[config.mk]
export PLATFORM = sky130hd
export DESIGN_NAME = aes_inv_key_sched
export DESIGN_NICKNAME = d
export VERILOG_FILES = /design/src/rtl/aes_inv_key_sched.sv
export SDC_FILE = /design/constraint.sdc
export NUM_CORES = 2
export LEC_CHECK = 0
export BUFFER_PORTS_ARGS = -buffer_cell sky130_fd_sc_hd__buf_2
export CAP_MARGIN = 20
export CORE_AREA = 3 3 279 391
export CTS_CLUSTER_DIAMETER = 120
export DETAILED_ROUTE_END_ITERATION = 8
export DIE_AREA = 0 0 282 394
export PLACE_DENSITY = 0.87
export SLEW_MARGIN = 25
export SYNTH_ARGS = -nofsm -noshare
export SYNTH_HDL_FRONTEND = slang
export SYNTH_SLANG_ARGS = --single-unit
[constraint.sdc]
create_clock -name clk -period 43 [get_ports clk]
set_clock_uncertainty 0.05 [all_clocks]
set_input_delay 2.15 -clock clk [delete_from_list [all_inputs] [get_ports clk]]
set_output_delay 2.15 -clock clk [all_outputs]
set_load 0.005 [all_outputs]
[src/rtl/aes_inv_key_sched.sv]
`default_nettype none
// ============================================================================
//  Module   : aes_inv_key_sched (with helper aes_sbox)
//  Purpose  : Sequential AES-128 key schedule for the decryption datapath.
//             A cipher key is expanded forward for NR cycles to reach round
//             key NR. The schedule is then walked backwards, and round keys
//             NR..0 are presented on a valid/ready stream. A key that is
//             already round key NR can be loaded directly, which skips the
//             expansion.
//  Ports    : clk, rst_n      - clock (rising edge), async active-low reset
//             start           - load request, honoured only when idle
//             key_in          - cipher key or round key NR (first byte in MSBs)
//             key_is_last     - 1: key_in is round key NR, skip expansion
//             busy            - engine not idle
//             out_valid/ready - round key stream handshake
//             out_key         - round key, words W0..W3 from MSB to LSB
//             out_round       - round index of out_key (NR down to 0)
//             done            - one-cycle pulse after round key 0 is taken
//  Revision : 1.0 - initial release
// ============================================================================

// ----------------------------------------------------------------------------
//  aes_sbox : AES forward S-box, computed as GF(2^8) inverse plus affine map
//             (combinational, one byte).
// ----------------------------------------------------------------------------
module aes_sbox (
   input  logic [7:0] din,
   output logic [7:0] dout
);

   function automatic logic [7:0] xtime(input logic [7:0] a);
      return {a[6:0], 1'b0} ^ (a[7] ? 8'h1b : 8'h00);
   endfunction

   function automatic logic [7:0] gf_mul(input logic [7:0] a, input logic [7:0] b);
      logic [7:0] acc;
      logic [7:0] x;
      acc = 8'h00;
      x   = a;
      for (int i = 0; i < 8; i++) begin
         if (b[i]) acc = acc ^ x;
         x = xtime(x);
      end
      return acc;
   endfunction

   // a^254 is the multiplicative inverse (0 maps to 0):
   // 254 = 2+4+8+16+32+64+128, accumulated while squaring.
   function automatic logic [7:0] gf_inv(input logic [7:0] a);
      logic [7:0] sq;
      logic [7:0] acc;
      sq  = a;
      acc = 8'h01;
      for (int i = 1; i < 8; i++) begin
         sq  = gf_mul(sq, sq);
         acc = gf_mul(acc, sq);
      end
      return acc;
   endfunction

   function automatic logic [7:0] rotl8(input logic [7:0] a, input int n);
      logic [15:0] d;
      d = {a, a} << n;
      return d[15:8];
   endfunction

   logic [7:0] inv_b;

   always_comb begin
      inv_b = gf_inv(din);
      dout  = inv_b ^ rotl8(inv_b, 1) ^ rotl8(inv_b, 2) ^
              rotl8(inv_b, 3) ^ rotl8(inv_b, 4) ^ 8'h63;
   end

endmodule

// ----------------------------------------------------------------------------
//  aes_inv_key_sched : top level
// ----------------------------------------------------------------------------
module aes_inv_key_sched #(
   parameter int NR = 10
) (
   input  logic         clk,
   input  logic         rst_n,
   input  logic         start,
   input  logic [127:0] key_in,
   input  logic         key_is_last,
   output logic         busy,
   output logic         out_valid,
   input  logic         out_ready,
   output logic [127:0] out_key,
   output logic [3:0]   out_round,
   output logic         done
);

   localparam logic [3:0] LAST_RND = 4'(NR);

   typedef enum logic [1:0] {
      ST_IDLE   = 2'd0,
      ST_EXPAND = 2'd1,
      ST_EMIT   = 2'd2
   } state_t;

   state_t        state_q, state_d;
   logic [127:0]  key_q, key_d;
   logic [3:0]    rnd_q, rnd_d;
   logic          valid_q;
   logic          done_q, done_d;

   // Datapath wires
   logic [31:0]   w0, w1, w2, w3;
   logic [31:0]   w3_inv;
   logic [31:0]   sbox_in;
   logic [31:0]   sub_word;
   logic [3:0]    rcon_idx;
   logic [31:0]   rcon_word;
   logic [127:0]  fwd_key;
   logic [127:0]  inv_key;
   logic [31:0]   fwd_t;
   logic [31:0]   fwd_w0, fwd_w1, fwd_w2, fwd_w3;

   function automatic logic [7:0] rcon_f(input logic [3:0] r);
      logic [7:0] rc;
      case (r)
         4'd1:    rc = 8'h01;
         4'd2:    rc = 8'h02;
         4'd3:    rc = 8'h04;
         4'd4:    rc = 8'h08;
         4'd5:    rc = 8'h10;
         4'd6:    rc = 8'h20;
         4'd7:    rc = 8'h40;
         4'd8:    rc = 8'h80;
         4'd9:    rc = 8'h1b;
         4'd10:   rc = 8'h36;
         default: rc = 8'h00;
      endcase
      return rc;
   endfunction

   function automatic logic [31:0] rot_word(input logic [31:0] w);
      return {w[23:0], w[31:24]};
   endfunction

   assign w0 = key_q[127:96];
   assign w1 = key_q[95:64];
   assign w2 = key_q[63:32];
   assign w3 = key_q[31:0];

   // In the inverse step the S-box sees the *new* W3 (W3 ^ W2), which is
   // already the previous round's W3; forward step uses the current W3.
   assign w3_inv   = w3 ^ w2;
   assign sbox_in  = (state_q == ST_EXPAND) ? rot_word(w3) : rot_word(w3_inv);

   // Forward step produces round rnd+1; inverse step consumes round rnd.
   assign rcon_idx  = (state_q == ST_EXPAND) ? (rnd_q + 4'd1) : rnd_q;
   assign rcon_word = {rcon_f(rcon_idx), 24'h000000};

   genvar gi;
   generate
      for (gi = 0; gi < 4; gi++) begin : g_sbox
         aes_sbox u_sbox (
            .din  (sbox_in[8*gi +: 8]),
            .dout (sub_word[8*gi +: 8])
         );
      end
   endgenerate

   // Forward expansion step
   assign fwd_t   = sub_word ^ rcon_word;
   assign fwd_w0  = w0 ^ fwd_t;
   assign fwd_w1  = w1 ^ fwd_w0;
   assign fwd_w2  = w2 ^ fwd_w1;
   assign fwd_w3  = w3 ^ fwd_w2;
   assign fwd_key = {fwd_w0, fwd_w1, fwd_w2, fwd_w3};

   // Inverse step: round r -> round r-1
   assign inv_key = {w0 ^ sub_word ^ rcon_word, w1 ^ w0, w2 ^ w1, w3_inv};

   always_comb begin
      state_d = state_q;
      key_d   = key_q;
      rnd_d   = rnd_q;
      done_d  = 1'b0;
      case (state_q)
         ST_IDLE: begin
            if (start) begin
               key_d = key_in;
               if (key_is_last) begin
                  rnd_d   = LAST_RND;
                  state_d = ST_EMIT;
               end else begin
                  rnd_d   = 4'd0;
                  state_d = ST_EXPAND;
               end
            end
         end
         ST_EXPAND: begin
            key_d = fwd_key;
            rnd_d = rnd_q + 4'd1;
            if ((rnd_q + 4'd1) == LAST_RND) state_d = ST_EMIT;
         end
         ST_EMIT: begin
            if (out_ready) begin
               if (rnd_q != 4'd0) begin
                  key_d = inv_key;
                  rnd_d = rnd_q - 4'd1;
               end else begin
                  state_d = ST_IDLE;
                  done_d  = 1'b1;
               end
            end
         end
         default: state_d = ST_IDLE;
      endcase
   end

   always_ff @(posedge clk or negedge rst_n) begin
      if (!rst_n) begin
         state_q <= ST_IDLE;
         key_q   <= '0;
         rnd_q   <= 4'd0;
         valid_q <= 1'b0;
         done_q  <= 1'b0;
      end else begin
         state_q <= state_d;
         key_q   <= key_d;
         rnd_q   <= rnd_d;
         // Registered copy of "in EMIT" so out_valid comes straight off a flop.
         valid_q <= (state_d == ST_EMIT);
         done_q  <= done_d;
      end
   end

   assign busy      = (state_q != ST_IDLE);
   assign out_valid = valid_q;
   assign out_key   = key_q;
   assign out_round = rnd_q;
   assign done      = done_q;

endmodule
`default_nettype wire

==> results.txt <==
drc violations: 1
Reg clk slew, reported paths: 0.07 ns
Layout fillers: 8575
clk sinks: 136
Synth area leader: xnor2_1
Yosys cell types: 120
FF-to-FF Start: state_q[1]
routability cong.: 1.04
CP max stage cell: xnor2_2
Post-Synth Adder-Cell Area: 0.00610
setup TNS: 0 ns
largest family of logic cells by synthesized area: XOR/XNOR gates
CP startpoint kind: flop
nets: 9450
Die Area: 0.111 mm2
Synth top area share: 0.228
WL/cell: 22.6 um
Num CTS Buffers: 17
final hold vios: 0
number of gates resized after cts: 0
All-Layer GR Usage: 0.412
Post-Synth Simple-Gate Area: 0.209
chip width: 282 um
HP Class: reg2reg
Synth Net Count: 9549
core area: 0.106 mm2
Hold Path Stages: 2
Post-CTS Setup Repair Bufs: 0
Die Y: 394 um
largest net degree at the start of global routing: 156
share of cells above drive strength 1: 0.103
CP max stage delay: 0.81 ns
H-tree depth reported by CTS: 4
status: finished, violations left
CTS tree: yes
CP endpoint kind: flop
min-delay src: out_key[114]
Fmax: 0.0458 GHz
RSZ-0062 raised after global routing: false
Most used DFF post-synth: dfrtp_1
failing checks: DRC
clk_lat worst skew: 0.48 ns
Top cell by count, worst path: xnor2_1
Worst setup startpoint: state_q[1]
setup violators final: 0
synth top area cells: xnor2_1 (23%), xnor3_1 (10%), nor2_1 (7.4%)
Syn Inst Count: 9385
Post-synth top cells: xnor2_1 (1784), nor2_1 (1344), nand2_1 (851), xor2_1 (540), a21oi_1 (508)
MaxCap Viol Count: 0
ys async rst share: 1.00
crit path DAT: 22.21 ns
Relative slew margins: 0.220
area of the mapped netlist: 0.0685 mm2
Max Slew Vio Count: 0
Routed WL: 242000 um
starting density of the core: 0.648
Pre-antenna DRT Iters: 9
Crit path required time: 43.36 ns
Antenna Nets Post-Route: 0
xor/xnor cell area share of the yosys netlist: 0.452
WS Path Type: reg2reg
Min Clock Period, post-route: 21.85 ns
initial antenna violation count: 32
CP max FO: 155
post-DR vias/cell: 6.79
vias in the first global route: 67900
Synth Register Bits: 136
post-synthesis mux area share: 0.0386
register area share after synthesis: 0.0497
Tcrit/Tclk final: 0.508
Root Driver: clkbuf_16
most frequent cell after synthesis: xnor2_1
dpl hpwl: 177000 um
worst r2r path cells: 58
EDFF count, synth: 0
Worst Max-Slew Pin Slew: 1.16 ns
Avg Cell Area, Syn: 7.30 um2
1st-iter DRT viols: 10200
total gr overflow: 0
first-pass GRT wire length: 373000 um
Synth Area in Compound Gates: 0.197
# IOs: 268
I/O Buffers: 267
Core Rows: 141
yosys warns: 0
area grow syn2layout: 5.32%
Clock Tree Buf Depth: 2
via count: 72500
hold_buf cts: 0
-- registers in the layout (all words and copies together) (netlist names) --
register,cells
out_round,4
done,1
state_q,2
out_valid,1
out_key,128
-- placed cells by master, fill, tap and decap left out, types with 32 or more instances in the layout --
cell	instances
a211oi_1	118
a21o_1	32
a21oi_1	506
a221oi_1	50
a22oi_1	97
a31oi_1	108
and2_1	41
and3_1	52
buf_2	266
buf_4	280
dfrtp_1	136
inv_1	115
mux2_2	48
mux2i_1	194
nand2_1	850
nand2b_1	92
nand3_1	199
nand4_1	32
nor2_1	1340
nor2b_1	88
nor3_1	315
o211ai_1	78
o21a_1	36
o21ai_0	498
o21ai_1	47
o221ai_1	39
o22ai_1	149
or3_1	62
xnor2_1	1725
xnor2_2	146
xnor3_1	303
xor2_1	532
xor2_2	38
xor3_1	41
-- final timing paths --
kind / endpoint / slack (ns)
max reg2reg: out_key[12] / 21.15
max: out_key[12] / 21.15
min reg2reg: out_key[114] / 0.50
min: out_key[114] / 0.50
max in group asynchronous: out_key[11] / 39.72
min in group asynchronous: out_key[120] / 1.68
-- logic make-up (layout without fill, tap and decap cells) --
group / Yosys count / after routing
DFF: 136 / 136
adders and majority gates: 34 / 34
and+or+nand+nor: 3235 / 3235
buffers and inverters: 803 / 717
AOI/OAI and AO/OA: 2105 / 2105
other: 0 / 13
xor gates and xnor gates: 2821 / 2821
muxes: 251 / 251
-- layout make-up --
type / instances / area, um2 / share of cell area
well taps: 1358 / 1700 / 0.0236
clock inverters: 13 / 145 / 0.00201
multi-input cells: 8446 / 62400 / 0.865
repair buffers: 548 / 3460 / 0.0480
flip-flops and latches: 136 / 3400 / 0.0472
clock buffers: 19 / 443 / 0.00614
inverters: 137 / 514 / 0.00713
diodes: 13 / 32.5 / 0.000451
-- stage by stage --
step	setup WS (ns)	instances	instance area, um2	utilization	hold WS (ns)
final	21.15	10700	72100	0.683	0.503
after global routing	20.22	10700	72100	0.682	0.555
after detailed placement	21.79	10600	71400	0.675	0.490
after CTS	21.69	10700	72000	0.681	0.505
after global placement	22.41	10600	71400	0.675	0.481
after floorplan	25.47	9385	68500	-	0.474
-- routing by layer --
layer / track usage / vias up / wire [um]
li1: - / 32300 / -
met1: 0.474 / 33600 / 83200
met2: 0.654 / 5125 / 107000
met3: 0.124 / 1402 / 31200
met4: 0.281 / 26 / 20100
met5: 0.00486 / - / 190
-- worst max-delay path: cells and delay by family, from the launching register on --
| family | cells | cell delay (ns) |
|---|---|---|
| buffers and inverters | 5 | 1.38 |
| muxes | 1 | 0.17 |
| and+or+nand+nor | 9 | 1.90 |
| adders and majority gates | 3 | 1.82 |
| DFF | 1 | 0.44 |
| AOI/OAI and AO/OA | 2 | 0.23 |
| xor gates and xnor gates | 38 | 15.62 |
Power is not shown: default switching activity piles up to over one toggle a cycle in this logic, so the estimate is an artifact.
